**config.mk**
```make
export PLATFORM = sky130hd
export DESIGN_NAME = sample_dispatch_scheduler_flat
export DESIGN_NICKNAME = d
export VERILOG_FILES = /design/src/rtl/sample_dispatch_scheduler_if.sv /design/src/rtl/sample_dispatch_scheduler.sv /design/src/flat_wrapper.sv
export SDC_FILE = /design/constraint.sdc
export NUM_CORES = 1
export LEC_CHECK = 0
export BUFFER_PORTS_ARGS = -buffer_cell sky130_fd_sc_hd__buf_2
export CAP_MARGIN = 20
export CORE_UTILIZATION = 63
export CTS_BUF_LIST = sky130_fd_sc_hd__clkbuf_4
export DETAILED_ROUTE_END_ITERATION = 16
export PLACE_DENSITY = 0.86
export SYNTH_ARGS = -nofsm -noshare
export SYNTH_HDL_FRONTEND = slang
export SYNTH_SLANG_ARGS = --single-unit
export TNS_END_PERCENT = 5
```
**constraint.sdc**
```tcl
create_clock -name clk -period 5 [get_ports clk]
set_clock_uncertainty 0.05 [all_clocks]
set_input_delay 0 -clock clk [delete_from_list [all_inputs] [get_ports clk]]
set_output_delay 0 -clock clk [all_outputs]
set_load 0.005 [all_outputs]
```
**src/rtl/sample_dispatch_scheduler_if.sv**
```systemverilog
// Bundles the byte-stream input, detector handshake and pad outputs of the
// sample dispatch scheduler into one interface.
interface sample_dispatch_scheduler_if #(
  parameter int SEL_WIDTH  = 2,
  parameter int DATA_WIDTH = 16
);
  logic [SEL_WIDTH-1:0]  unit_sel;
  logic                  byte_valid;
  logic [7:0]            byte_in;
  logic                  proc_start;
  logic [SEL_WIDTH-1:0]  proc_unit;
  logic [DATA_WIDTH-1:0] proc_sample;
  logic                  proc_done;
  logic                  proc_spike;
  logic [1:0]            proc_event;
  logic                  spike_out;
  logic [1:0]            event_out;
  logic                  busy;
  logic                  overrun;
  logic                  timeout_err;
  logic                  assembly_err;

  modport slave (
    input  unit_sel, byte_valid, byte_in, proc_done, proc_spike, proc_event,
    output proc_start, proc_unit, proc_sample, spike_out, event_out,
           busy, overrun, timeout_err, assembly_err
  );

  modport master (
    output unit_sel, byte_valid, byte_in, proc_done, proc_spike, proc_event,
    input  proc_start, proc_unit, proc_sample, spike_out, event_out,
           busy, overrun, timeout_err, assembly_err
  );
endinterface

```
**src/rtl/sample_dispatch_scheduler.sv**
```systemverilog
// Assembles MSB-first byte pairs into per-unit samples and shares one detector
// across units with round-robin issue and a start/done handshake.
module sample_dispatch_scheduler #(
  parameter int NUM_UNITS  = 2,
  parameter int DATA_WIDTH = 16,
  parameter int SEL_WIDTH  = 2,
  parameter int TIMEOUT    = 15
) (
  input  logic clk,
  input  logic rst,
  sample_dispatch_scheduler_if.slave bus
);

  typedef enum logic {S_IDLE, S_WAIT} state_t;

  state_t                state_q, state_d;
  logic                  phase_q, phase_d;  // 1: high byte held, expecting low byte
  logic [7:0]            hi_q, hi_d;
  logic [SEL_WIDTH-1:0]  hi_unit_q, hi_unit_d;
  logic [DATA_WIDTH-1:0] slot_q [NUM_UNITS];
  logic [DATA_WIDTH-1:0] slot_d [NUM_UNITS];
  logic [NUM_UNITS-1:0]  pending_q, pending_d;
  logic [SEL_WIDTH-1:0]  rr_ptr_q, rr_ptr_d;
  logic [3:0]            tmo_cnt_q, tmo_cnt_d;
  logic                  proc_start_q, proc_start_d;
  logic [SEL_WIDTH-1:0]  proc_unit_q, proc_unit_d;
  logic [DATA_WIDTH-1:0] proc_sample_q, proc_sample_d;
  logic [NUM_UNITS-1:0]  spike_q, spike_d;
  logic [1:0]            event_q [NUM_UNITS];
  logic [1:0]            event_d [NUM_UNITS];
  logic                  overrun_q, overrun_d;
  logic                  timeout_err_q, timeout_err_d;
  logic                  assembly_err_q, assembly_err_d;

  logic                  found;
  logic [SEL_WIDTH-1:0]  pick;
  logic [SEL_WIDTH-1:0]  next_ptr;
  logic                  in_range;
  logic                  spike_mux;
  logic [1:0]            event_mux;

  // Round-robin: first pending unit at or above rr_ptr, else first below it.
  always_comb begin
    found = 1'b0;
    pick  = '0;
    for (int j = 0; j < NUM_UNITS; j++) begin
      if (!found && pending_q[j] && (j >= int'(rr_ptr_q))) begin
        found = 1'b1;
        pick  = SEL_WIDTH'(j);
      end
    end
    for (int j = 0; j < NUM_UNITS; j++) begin
      if (!found && pending_q[j] && (j < int'(rr_ptr_q))) begin
        found = 1'b1;
        pick  = SEL_WIDTH'(j);
      end
    end
  end

  assign next_ptr = (proc_unit_q == SEL_WIDTH'(NUM_UNITS - 1)) ? '0
                                                                : proc_unit_q + SEL_WIDTH'(1);
  assign in_range = int'(bus.unit_sel) < NUM_UNITS;

  always_comb begin
    state_d        = state_q;
    phase_d        = phase_q;
    hi_d           = hi_q;
    hi_unit_d      = hi_unit_q;
    slot_d         = slot_q;
    pending_d      = pending_q;
    rr_ptr_d       = rr_ptr_q;
    tmo_cnt_d      = tmo_cnt_q;
    proc_start_d   = 1'b0;
    proc_unit_d    = proc_unit_q;
    proc_sample_d  = proc_sample_q;
    spike_d        = spike_q;
    event_d        = event_q;
    overrun_d      = overrun_q;
    timeout_err_d  = timeout_err_q;
    assembly_err_d = 1'b0;

    case (state_q)
      S_IDLE: begin
        if (found) begin
          proc_start_d = 1'b1;
          proc_unit_d  = pick;
          for (int j = 0; j < NUM_UNITS; j++) begin
            if (pick == SEL_WIDTH'(j)) begin
              proc_sample_d = slot_q[j];
              pending_d[j]  = 1'b0;
            end
          end
          tmo_cnt_d = '0;
          state_d   = S_WAIT;
        end
      end
      S_WAIT: begin
        if (bus.proc_done) begin
          for (int j = 0; j < NUM_UNITS; j++) begin
            if (proc_unit_q == SEL_WIDTH'(j)) begin
              spike_d[j] = bus.proc_spike;
              event_d[j] = bus.proc_event;
            end
          end
          rr_ptr_d = next_ptr;
          state_d  = S_IDLE;
        end else if (tmo_cnt_q == 4'(TIMEOUT - 1)) begin
          for (int j = 0; j < NUM_UNITS; j++) begin
            if (proc_unit_q == SEL_WIDTH'(j)) begin
              spike_d[j] = 1'b0;
              event_d[j] = 2'b00;
            end
          end
          timeout_err_d = 1'b1;
          rr_ptr_d      = next_ptr;
          state_d       = S_IDLE;
        end else begin
          tmo_cnt_d = tmo_cnt_q + 4'd1;
        end
      end
      default: state_d = S_IDLE;
    endcase

    // Evaluated after the issue clear so a same-edge completion stays pending
    // and is not mistaken for an overwrite.
    if (bus.byte_valid && in_range) begin
      if (!phase_q) begin
        hi_d      = bus.byte_in;
        hi_unit_d = bus.unit_sel;
        phase_d   = 1'b1;
      end else if (hi_unit_q == bus.unit_sel) begin
        for (int j = 0; j < NUM_UNITS; j++) begin
          if (bus.unit_sel == SEL_WIDTH'(j)) begin
            if (pending_d[j]) overrun_d = 1'b1;
            slot_d[j]    = {hi_q, bus.byte_in};
            pending_d[j] = 1'b1;
          end
        end
        phase_d = 1'b0;
      end else begin
        assembly_err_d = 1'b1;
        hi_d           = bus.byte_in;
        hi_unit_d      = bus.unit_sel;
      end
    end
  end

  always_ff @(posedge clk or posedge rst) begin
    if (rst) begin
      state_q        <= S_IDLE;
      phase_q        <= 1'b0;
      hi_q           <= '0;
      hi_unit_q      <= '0;
      for (int j = 0; j < NUM_UNITS; j++) begin
        slot_q[j]  <= '0;
        event_q[j] <= '0;
      end
      pending_q      <= '0;
      rr_ptr_q       <= '0;
      tmo_cnt_q      <= '0;
      proc_start_q   <= 1'b0;
      proc_unit_q    <= '0;
      proc_sample_q  <= '0;
      spike_q        <= '0;
      overrun_q      <= 1'b0;
      timeout_err_q  <= 1'b0;
      assembly_err_q <= 1'b0;
    end else begin
      state_q        <= state_d;
      phase_q        <= phase_d;
      hi_q           <= hi_d;
      hi_unit_q      <= hi_unit_d;
      slot_q         <= slot_d;
      event_q        <= event_d;
      pending_q      <= pending_d;
      rr_ptr_q       <= rr_ptr_d;
      tmo_cnt_q      <= tmo_cnt_d;
      proc_start_q   <= proc_start_d;
      proc_unit_q    <= proc_unit_d;
      proc_sample_q  <= proc_sample_d;
      spike_q        <= spike_d;
      overrun_q      <= overrun_d;
      timeout_err_q  <= timeout_err_d;
      assembly_err_q <= assembly_err_d;
    end
  end

  always_comb begin
    spike_mux = 1'b0;
    event_mux = 2'b00;
    for (int j = 0; j < NUM_UNITS; j++) begin
      if (bus.unit_sel == SEL_WIDTH'(j)) begin
        spike_mux = spike_q[j];
        event_mux = event_q[j];
      end
    end
  end

  assign bus.proc_start   = proc_start_q;
  assign bus.proc_unit    = proc_unit_q;
  assign bus.proc_sample  = proc_sample_q;
  assign bus.spike_out    = spike_mux;
  assign bus.event_out    = event_mux;
  assign bus.busy         = (state_q != S_IDLE);
  assign bus.overrun      = overrun_q;
  assign bus.timeout_err  = timeout_err_q;
  assign bus.assembly_err = assembly_err_q;

endmodule

```
**src/flat_wrapper.sv**
```systemverilog
// flat-port wrapper written by rule: the top's interface ports become plain ports
module sample_dispatch_scheduler_flat 
#(
  parameter int NUM_UNITS  = 2,
  parameter int DATA_WIDTH = 16,
  parameter int SEL_WIDTH  = 2,
  parameter int TIMEOUT    = 15
)
  (clk, rst, bus_unit_sel, bus_byte_valid, bus_byte_in, bus_proc_done, bus_proc_spike, bus_proc_event, bus_proc_start, bus_proc_unit, bus_proc_sample, bus_spike_out, bus_event_out, bus_busy, bus_overrun, bus_timeout_err, bus_assembly_err);
  sample_dispatch_scheduler_if #(.SEL_WIDTH(SEL_WIDTH), .DATA_WIDTH(DATA_WIDTH)) bus_i ();
  input  logic clk;
  input  logic rst;
  input wire logic [$bits(bus_i.unit_sel)-1:0] bus_unit_sel;
  input wire logic [$bits(bus_i.byte_valid)-1:0] bus_byte_valid;
  input wire logic [$bits(bus_i.byte_in)-1:0] bus_byte_in;
  input wire logic [$bits(bus_i.proc_done)-1:0] bus_proc_done;
  input wire logic [$bits(bus_i.proc_spike)-1:0] bus_proc_spike;
  input wire logic [$bits(bus_i.proc_event)-1:0] bus_proc_event;
  output wire logic [$bits(bus_i.proc_start)-1:0] bus_proc_start;
  output wire logic [$bits(bus_i.proc_unit)-1:0] bus_proc_unit;
  output wire logic [$bits(bus_i.proc_sample)-1:0] bus_proc_sample;
  output wire logic [$bits(bus_i.spike_out)-1:0] bus_spike_out;
  output wire logic [$bits(bus_i.event_out)-1:0] bus_event_out;
  output wire logic [$bits(bus_i.busy)-1:0] bus_busy;
  output wire logic [$bits(bus_i.overrun)-1:0] bus_overrun;
  output wire logic [$bits(bus_i.timeout_err)-1:0] bus_timeout_err;
  output wire logic [$bits(bus_i.assembly_err)-1:0] bus_assembly_err;
  assign bus_i.unit_sel = bus_unit_sel;
  assign bus_i.byte_valid = bus_byte_valid;
  assign bus_i.byte_in = bus_byte_in;
  assign bus_i.proc_done = bus_proc_done;
  assign bus_i.proc_spike = bus_proc_spike;
  assign bus_i.proc_event = bus_proc_event;
  assign bus_proc_start = bus_i.proc_start;
  assign bus_proc_unit = bus_i.proc_unit;
  assign bus_proc_sample = bus_i.proc_sample;
  assign bus_spike_out = bus_i.spike_out;
  assign bus_event_out = bus_i.event_out;
  assign bus_busy = bus_i.busy;
  assign bus_overrun = bus_i.overrun;
  assign bus_timeout_err = bus_i.timeout_err;
  assign bus_assembly_err = bus_i.assembly_err;
  sample_dispatch_scheduler #(.NUM_UNITS(NUM_UNITS), .DATA_WIDTH(DATA_WIDTH), .SEL_WIDTH(SEL_WIDTH), .TIMEOUT(TIMEOUT)) u_core (.clk(clk), .rst(rst), .bus(bus_i));
endmodule
```
==> metrics.txt, run 1 <==
status=complete, no violations; Setup Fix Bufs, Post-CTS=0; clk slew on worst S/H paths=130 ps; clk buf depth=2; fraction of final layout cells sized beyond drive strength 1=32.52%; first-pass GRT wire length=10,740 um; simple-gate share of the synthesized area=7.916%; number of fillers in the final layout=340; num ports=43; CP Max Fanout=33; syn nets=286; post-detail-place hpwl=3968 um; main combinational cell family by area after synthesis=multiplexers; max_cap viols=0; CTS tree=built; post-synthesis adder-cell area fraction=0.7468%; clock sinks=78; PD cells=505.7 nW/um2; die area=5615 um2; worst-skew pair later-pin latency=430 ps; most common cell after layout, fill and taps aside=dfrtp_1; Area Overhead vs Synth=15.35%; final setup vio count=0; total wire length=6663 um; count of final hold-check violations=0; via/cell ratio=6.028; RSZ-0062 raised after global routing=false; Mapped Area=3351 um2; DRT iter0 DRCs=216; startpoint types=flip-flop; CP max-delay cell=dfrtp_1; post-cts resize count=0; sequential share of the synthesized area=58.25%; Ys Warns=0; Cells after Synth=267; Setup crit end kind=flip-flop; via count=2,387; core area=5107 um2; FP Rows=26; data required time of the critical path=5310 ps; Synth Area in Compound Gates=12.25%; highest-count cells in the layout ignoring fill and taps=78 x dfrtp_1, 41 x buf_2, 33 x mux2_2; diode count=0; Synth top area share=58.25%; maximum vdd ir drop=0.0002720 V; Max Slew Vio Count=0; H-tree depth=3; HP Class=primary input to flip-flop; slew margin rel.=35.79%; syn avg cell area=12.55 um2; vias in the first global route=2,217; root buffer cell=clkbuf_4; Avg WL per Cell=16.83 um; FMAX=441.2 MHz; post-synthesis mux area share=16.32%; antenna-violating nets left=0; Post-synth EDFFs=0; total gr overflow=0; Tcrit/Tclk final=45.33%; drc violations=0; hold_buf cts=17; ys flop type=dfrtp_1; Post-Synth XOR/XNOR Area=0.7468%; critical-path cell list=o21bai_1 > inv_1 > nor2_1 > a31oi_1; Lkg Pwr=0.001721 uW; leading area contributor after synthesis=dfrtp_1; Final min period=2267 ps; GP Congestion=0.8473; initial core utilization=65.61%; Die Wd=74.93 um; IO Port Bufs=41; Synth area leaders=dfrtp_1 58%, mux2_2 11%, mux2_4 4.0%, o21ai_0 3.3%, nand3_1 3.1%; Unique masters post-synth=38; Worst path max stage delay=830 ps; WS Path Type=flip-flop to flip-flop; Slew @ Worst Pin=962.1 ps; synthesized flop and latch total=78; initial antenna violation count=0; gr usage total=26.56%; CTS buffer count=9; die height=74.93 um; largest net degree at the start of global routing=79; number of nets in the layout=340; Final Util=75.67%; DRT Pass-1 Iters=4; setup_tns=0 ps; arrival time worst endpoint=2580 ps; asr flop ratio synth=100.0%
[layer usage]
metal  global-route usage (%)  share of wire, %  vias to the layer above  wire length, um
met4                    13.42               2.3                        0              152
met2                    39.94                47                       71             3160
met3                    5.087               4.3                       15              284
met1                    37.25                46                     1223             3065
met5                        0                 0                        -                0
li1                         -                 -                     1078                -
[worst max-delay path, delay by kind of cell (launching register included)]
kind / cells / cell delay [ps]
flops: 1 / 830
buf+inv: 1 / 760
compound gates: 2 / 440
simple gates: 1 / 120
[layout make-up]
type / instances / area [um2] / area share [%]
clock buffer: 9 / 67.56 / 1.748
clock inverter: 7 / 65.06 / 1.683
inverter: 9 / 33.78 / 0.8741
multi-input combinational: 164 / 1276 / 33.02
sequential: 78 / 1952 / 50.50
tap: 70 / 87.58 / 2.266
timing repair buffer: 59 / 382.9 / 9.906
[cell usage after synthesis (2+ instances only)]
cell        n
clkbuf_1    7
dfrtp_1    78
o211ai_1    3
nor2_1     20
nand3_1    21
o21bai_1    2
o2bb2ai_1   6
o21ai_0    22
o31ai_1     3
mux2_4      9
buf_1       3
ha_1        2
buf_4       2
inv_1       9
mux2i_1     4
a31oi_1    16
buf_2       2
nand2b_1    5
mux2_2     33
o311ai_0    2
[kinds of logic (layout without fill, tap and decap cells)]
kind of cell / count (synthesis) / after routing
DFF: 78 / 78
xor gates and xnor gates: 2 / 2
buffers and inverters: 25 / 84
adders and majority gates: 2 / 2
muxes: 46 / 46
other: 1 / 1
AOI/OAI and AO/OA: 61 / 61
and+or+nand+nor: 52 / 52
[worst paths after layout]
check / startpoint / endpoint / slack, ps / depth (start not counted)
worst min-delay path: bus_unit_sel[1] / u_core.bus.assembly_err / 10 / 3
max in group asynchronous: rst / u_core.tmo_cnt_q[1] / 3930 / 4
worst max register to register: u_core.pending_q[1] / u_core.bus.proc_sample[2] / 2730 / 4
worst max-delay path: u_core.pending_q[1] / u_core.bus.proc_sample[2] / 2730 / 4
min in group asynchronous: rst / u_core.slot_q[23] / 370 / 4
worst min register to register: u_core.bus.timeout_err / u_core.bus.timeout_err / 440 / 1
[where the power goes]
group | internal [uW] | switching, uW | total [uW]
sequential | 886 | 175 | 1060
combinational | 302 | 224 | 526
clock | 149 | 218 | 367
[sequential cells by signal, indices dropped and copies added (netlist names), 2 cells and up]
register and count:
u_core.hi_unit_q 2, u_core.slot_q 32, u_core.event_q 4, u_core.pending_q 2, u_core.tmo_cnt_q 4, u_core.spike_q 2, u_core.hi_q 8, u_core.bus.proc_sample 16
[stage by stage]
step | instance area (um2) | hold WS [ps] | power (uW) | instances | worst slack (ps)
2_1_floorplan | 3351 | -18.90 | 1392 | 267 | 2955
3_3_place_gp | 3562 | 210.8 | 1544 | 363 | 2902
3_5_place_dp | 3562 | 218.4 | 1584 | 363 | 2762
4_1_cts | 3865 | 4.147 | 1952 | 396 | 2776
5_1_grt | 3865 | 51.39 | 2079 | 396 | 2478
6_report | 3865 | 10.57 | 1955 | 396 | 2733
(Power assumes the default switching activity.)
==> inputs of run 2 (changes only) <==
--- a/config.mk
+++ b/config.mk
@@ -7,10 +7,10 @@
 export LEC_CHECK = 0
 export BUFFER_PORTS_ARGS = -buffer_cell sky130_fd_sc_hd__buf_2
 export CAP_MARGIN = 20
-export CORE_UTILIZATION = 63
+export CORE_UTILIZATION = 54
 export CTS_BUF_LIST = sky130_fd_sc_hd__clkbuf_4
 export DETAILED_ROUTE_END_ITERATION = 16
-export PLACE_DENSITY = 0.86
+export PLACE_DENSITY = 0.78
 export SYNTH_ARGS = -nofsm -noshare
 export SYNTH_HDL_FRONTEND = slang
 export SYNTH_SLANG_ARGS = --single-unit
==> constraint.sdc (replaced) <==
create_clock -name clk -period 1.99 [get_ports clk]
set_clock_uncertainty 0.05 [all_clocks]
set_input_delay 0 -clock clk [delete_from_list [all_inputs] [get_ports clk]]
set_output_delay 0 -clock clk [all_outputs]
set_load 0.005 [all_outputs]
==> metrics.txt, run 2 (synthesized netlist as in run 1, its figures left out) <==
fraction of final layout cells sized beyond drive strength 1=34.04%; clock sinks=78; slew margin rel.=52.80%; Most flops, register=u_core.slot_q; drc violations=0; total wire length=6588 um; Lkg Pwr=0.001760 uW; Slew @ Worst Pin=708.0 ps; largest net degree at the start of global routing=38; vias in the first global route=2,233; post-detail-place hpwl=4205 um; WS Path Type=flip-flop to flip-flop; IO Port Bufs=41; Die Wd=80.77 um; count of final hold-check violations=0; first-pass GRT wire length=10,760 um; Final min period=1669 ps; highest-count cells in the layout ignoring fill and taps=78 x dfrtp_1, 41 x buf_2, 33 x mux2_2; data required time of the critical path=2260 ps; dpl ws=349.1 ps; number of fillers in the final layout=456; Setup Fix Bufs, Post-CTS=0; most common cell after layout, fill and taps aside=dfrtp_1; Worst Setup SP=u_core.tmo_cnt_q[0]; die area=6524 um2; max FFs per register=32; maximum vdd ir drop=0.0007006 V; via count=2,295; worst-skew pair later-pin latency=430 ps; Setup crit end kind=flip-flop; core area=5956 um2; DRT Pass-1 Iters=4; via/cell ratio=5.639; number of nets in the layout=346; H-tree depth=3; Area Overhead vs Synth=18.56%; Avg WL per Cell=16.19 um; startpoint types=flip-flop; diode count=0; antenna-violating nets left=0; CTS buffer count=9; arrival time worst endpoint=1940 ps; final setup vio count=0; RSZ-0062 raised after global routing=false; Buf/Inv on CP=1; CP Max Fanout=7; CP max-delay cell=dfrtp_1; total gr overflow=0; setup_tns=0 ps; die height=80.77 um; PD cells=1282 nW/um2; gr usage total=22.50%; FP Rows=28; DRT iter0 DRCs=169; FMAX=599.2 MHz; initial core utilization=56.26%; Worst path max stage delay=430 ps; initial antenna violation count=0; GP Congestion=0.7454; critical-path cell list=inv_1 > ha_1 > and3_1 > o211ai_1 > a21bo_2; max_cap viols=0; CTS tree=built; status=complete, no violations; HP Class=primary input to async pin; Tcrit/Tclk final=83.87%; clk buf depth=2; family with the most delay on the worst path=compound AO/OA/AOI/OAI gates; clk slew on worst S/H paths=140 ps; Max Slew Vio Count=0; Final WS setup=321.0 ps; root buffer cell=clkbuf_4; worst r2r src=u_core.tmo_cnt_q[0]; num ports=43
[run 2: cell type report]
| class | count | area (um2) | area share [%] |
|---|---|---|---|
| Clock buffer | 10 | 75.07 | 1.890 |
| Clock inverter | 6 | 95.09 | 2.394 |
| Inverter | 9 | 37.54 | 0.9449 |
| Multi-Input combinational cell | 164 | 1276 | 32.13 |
| Sequential cell | 78 | 1952 | 49.13 |
| Tap cell | 75 | 93.84 | 2.362 |
| Timing Repair Buffer | 65 | 442.9 | 11.15 |
[run 2: worst paths after layout]
path | to | slack [ps] | cells past startpoint
max | u_core.rr_ptr_q[0] | 320 | 5
min | u_core.bus.proc_sample[3] | 70 | 3
max reg2reg | u_core.rr_ptr_q[0] | 320 | 5
min reg2reg | u_core.bus.timeout_err | 450 | 1
max in group asynchronous | u_core.bus.proc_sample[2] | 1180 | 4
min in group clk | u_core.phase_q | 70 | 3
[run 2: where the power goes]
part / internal, uW / switching [uW] / total [uW] / leakage (uW)
Clock: 534 / 571 / 1110 / 0.0000847
Sequential: 2230 / 403 / 2630 / 0.000947
Combinational: 779 / 579 / 1360 / 0.000729
[run 2: metal layers]
metal / vias up / wire length, um / track usage (%)
met5: - / 0 / 0
met4: 0 / 124 / 10.71
met3: 12 / 220 / 3.820
met2: 54 / 3171 / 34.92
met1: 1142 / 3071 / 30.94
li1: 1087 / - / -
[run 2: repair_timing]
| action | in CTS | in global routing |
|---|---|---|
| hold buffers | 18 | 0 |
| resized for setup | 0 | 0 |
| hold endpoints to repair | 114 | 0 |
[run 2: worst reg2reg max path, delay by kind of cell (launching register included)]
kind | cells | cell delay [ps]
adders and majority gates | 1 | 210
AOI/OAI and AO/OA | 2 | 570
buffers and inverters | 1 | 60
DFF | 1 | 430
and+or+nand+nor | 1 | 250
[run 2: metrics by stage]
step           utilization, %  cells  cell area, um2  hold slack (ps)  total power, uW
6_report                66.70    407            3973            65.82             5093
4_1_cts                 66.70    407            3973            52.40             5125
5_1_grt                 66.70    407            3973            88.35             5422
3_5_place_dp            60.82    373            3622          -0.4511             3992
3_3_place_gp            60.82    373            3622           -7.817             3913
2_1_floorplan               -    267            3354           -18.90             3498
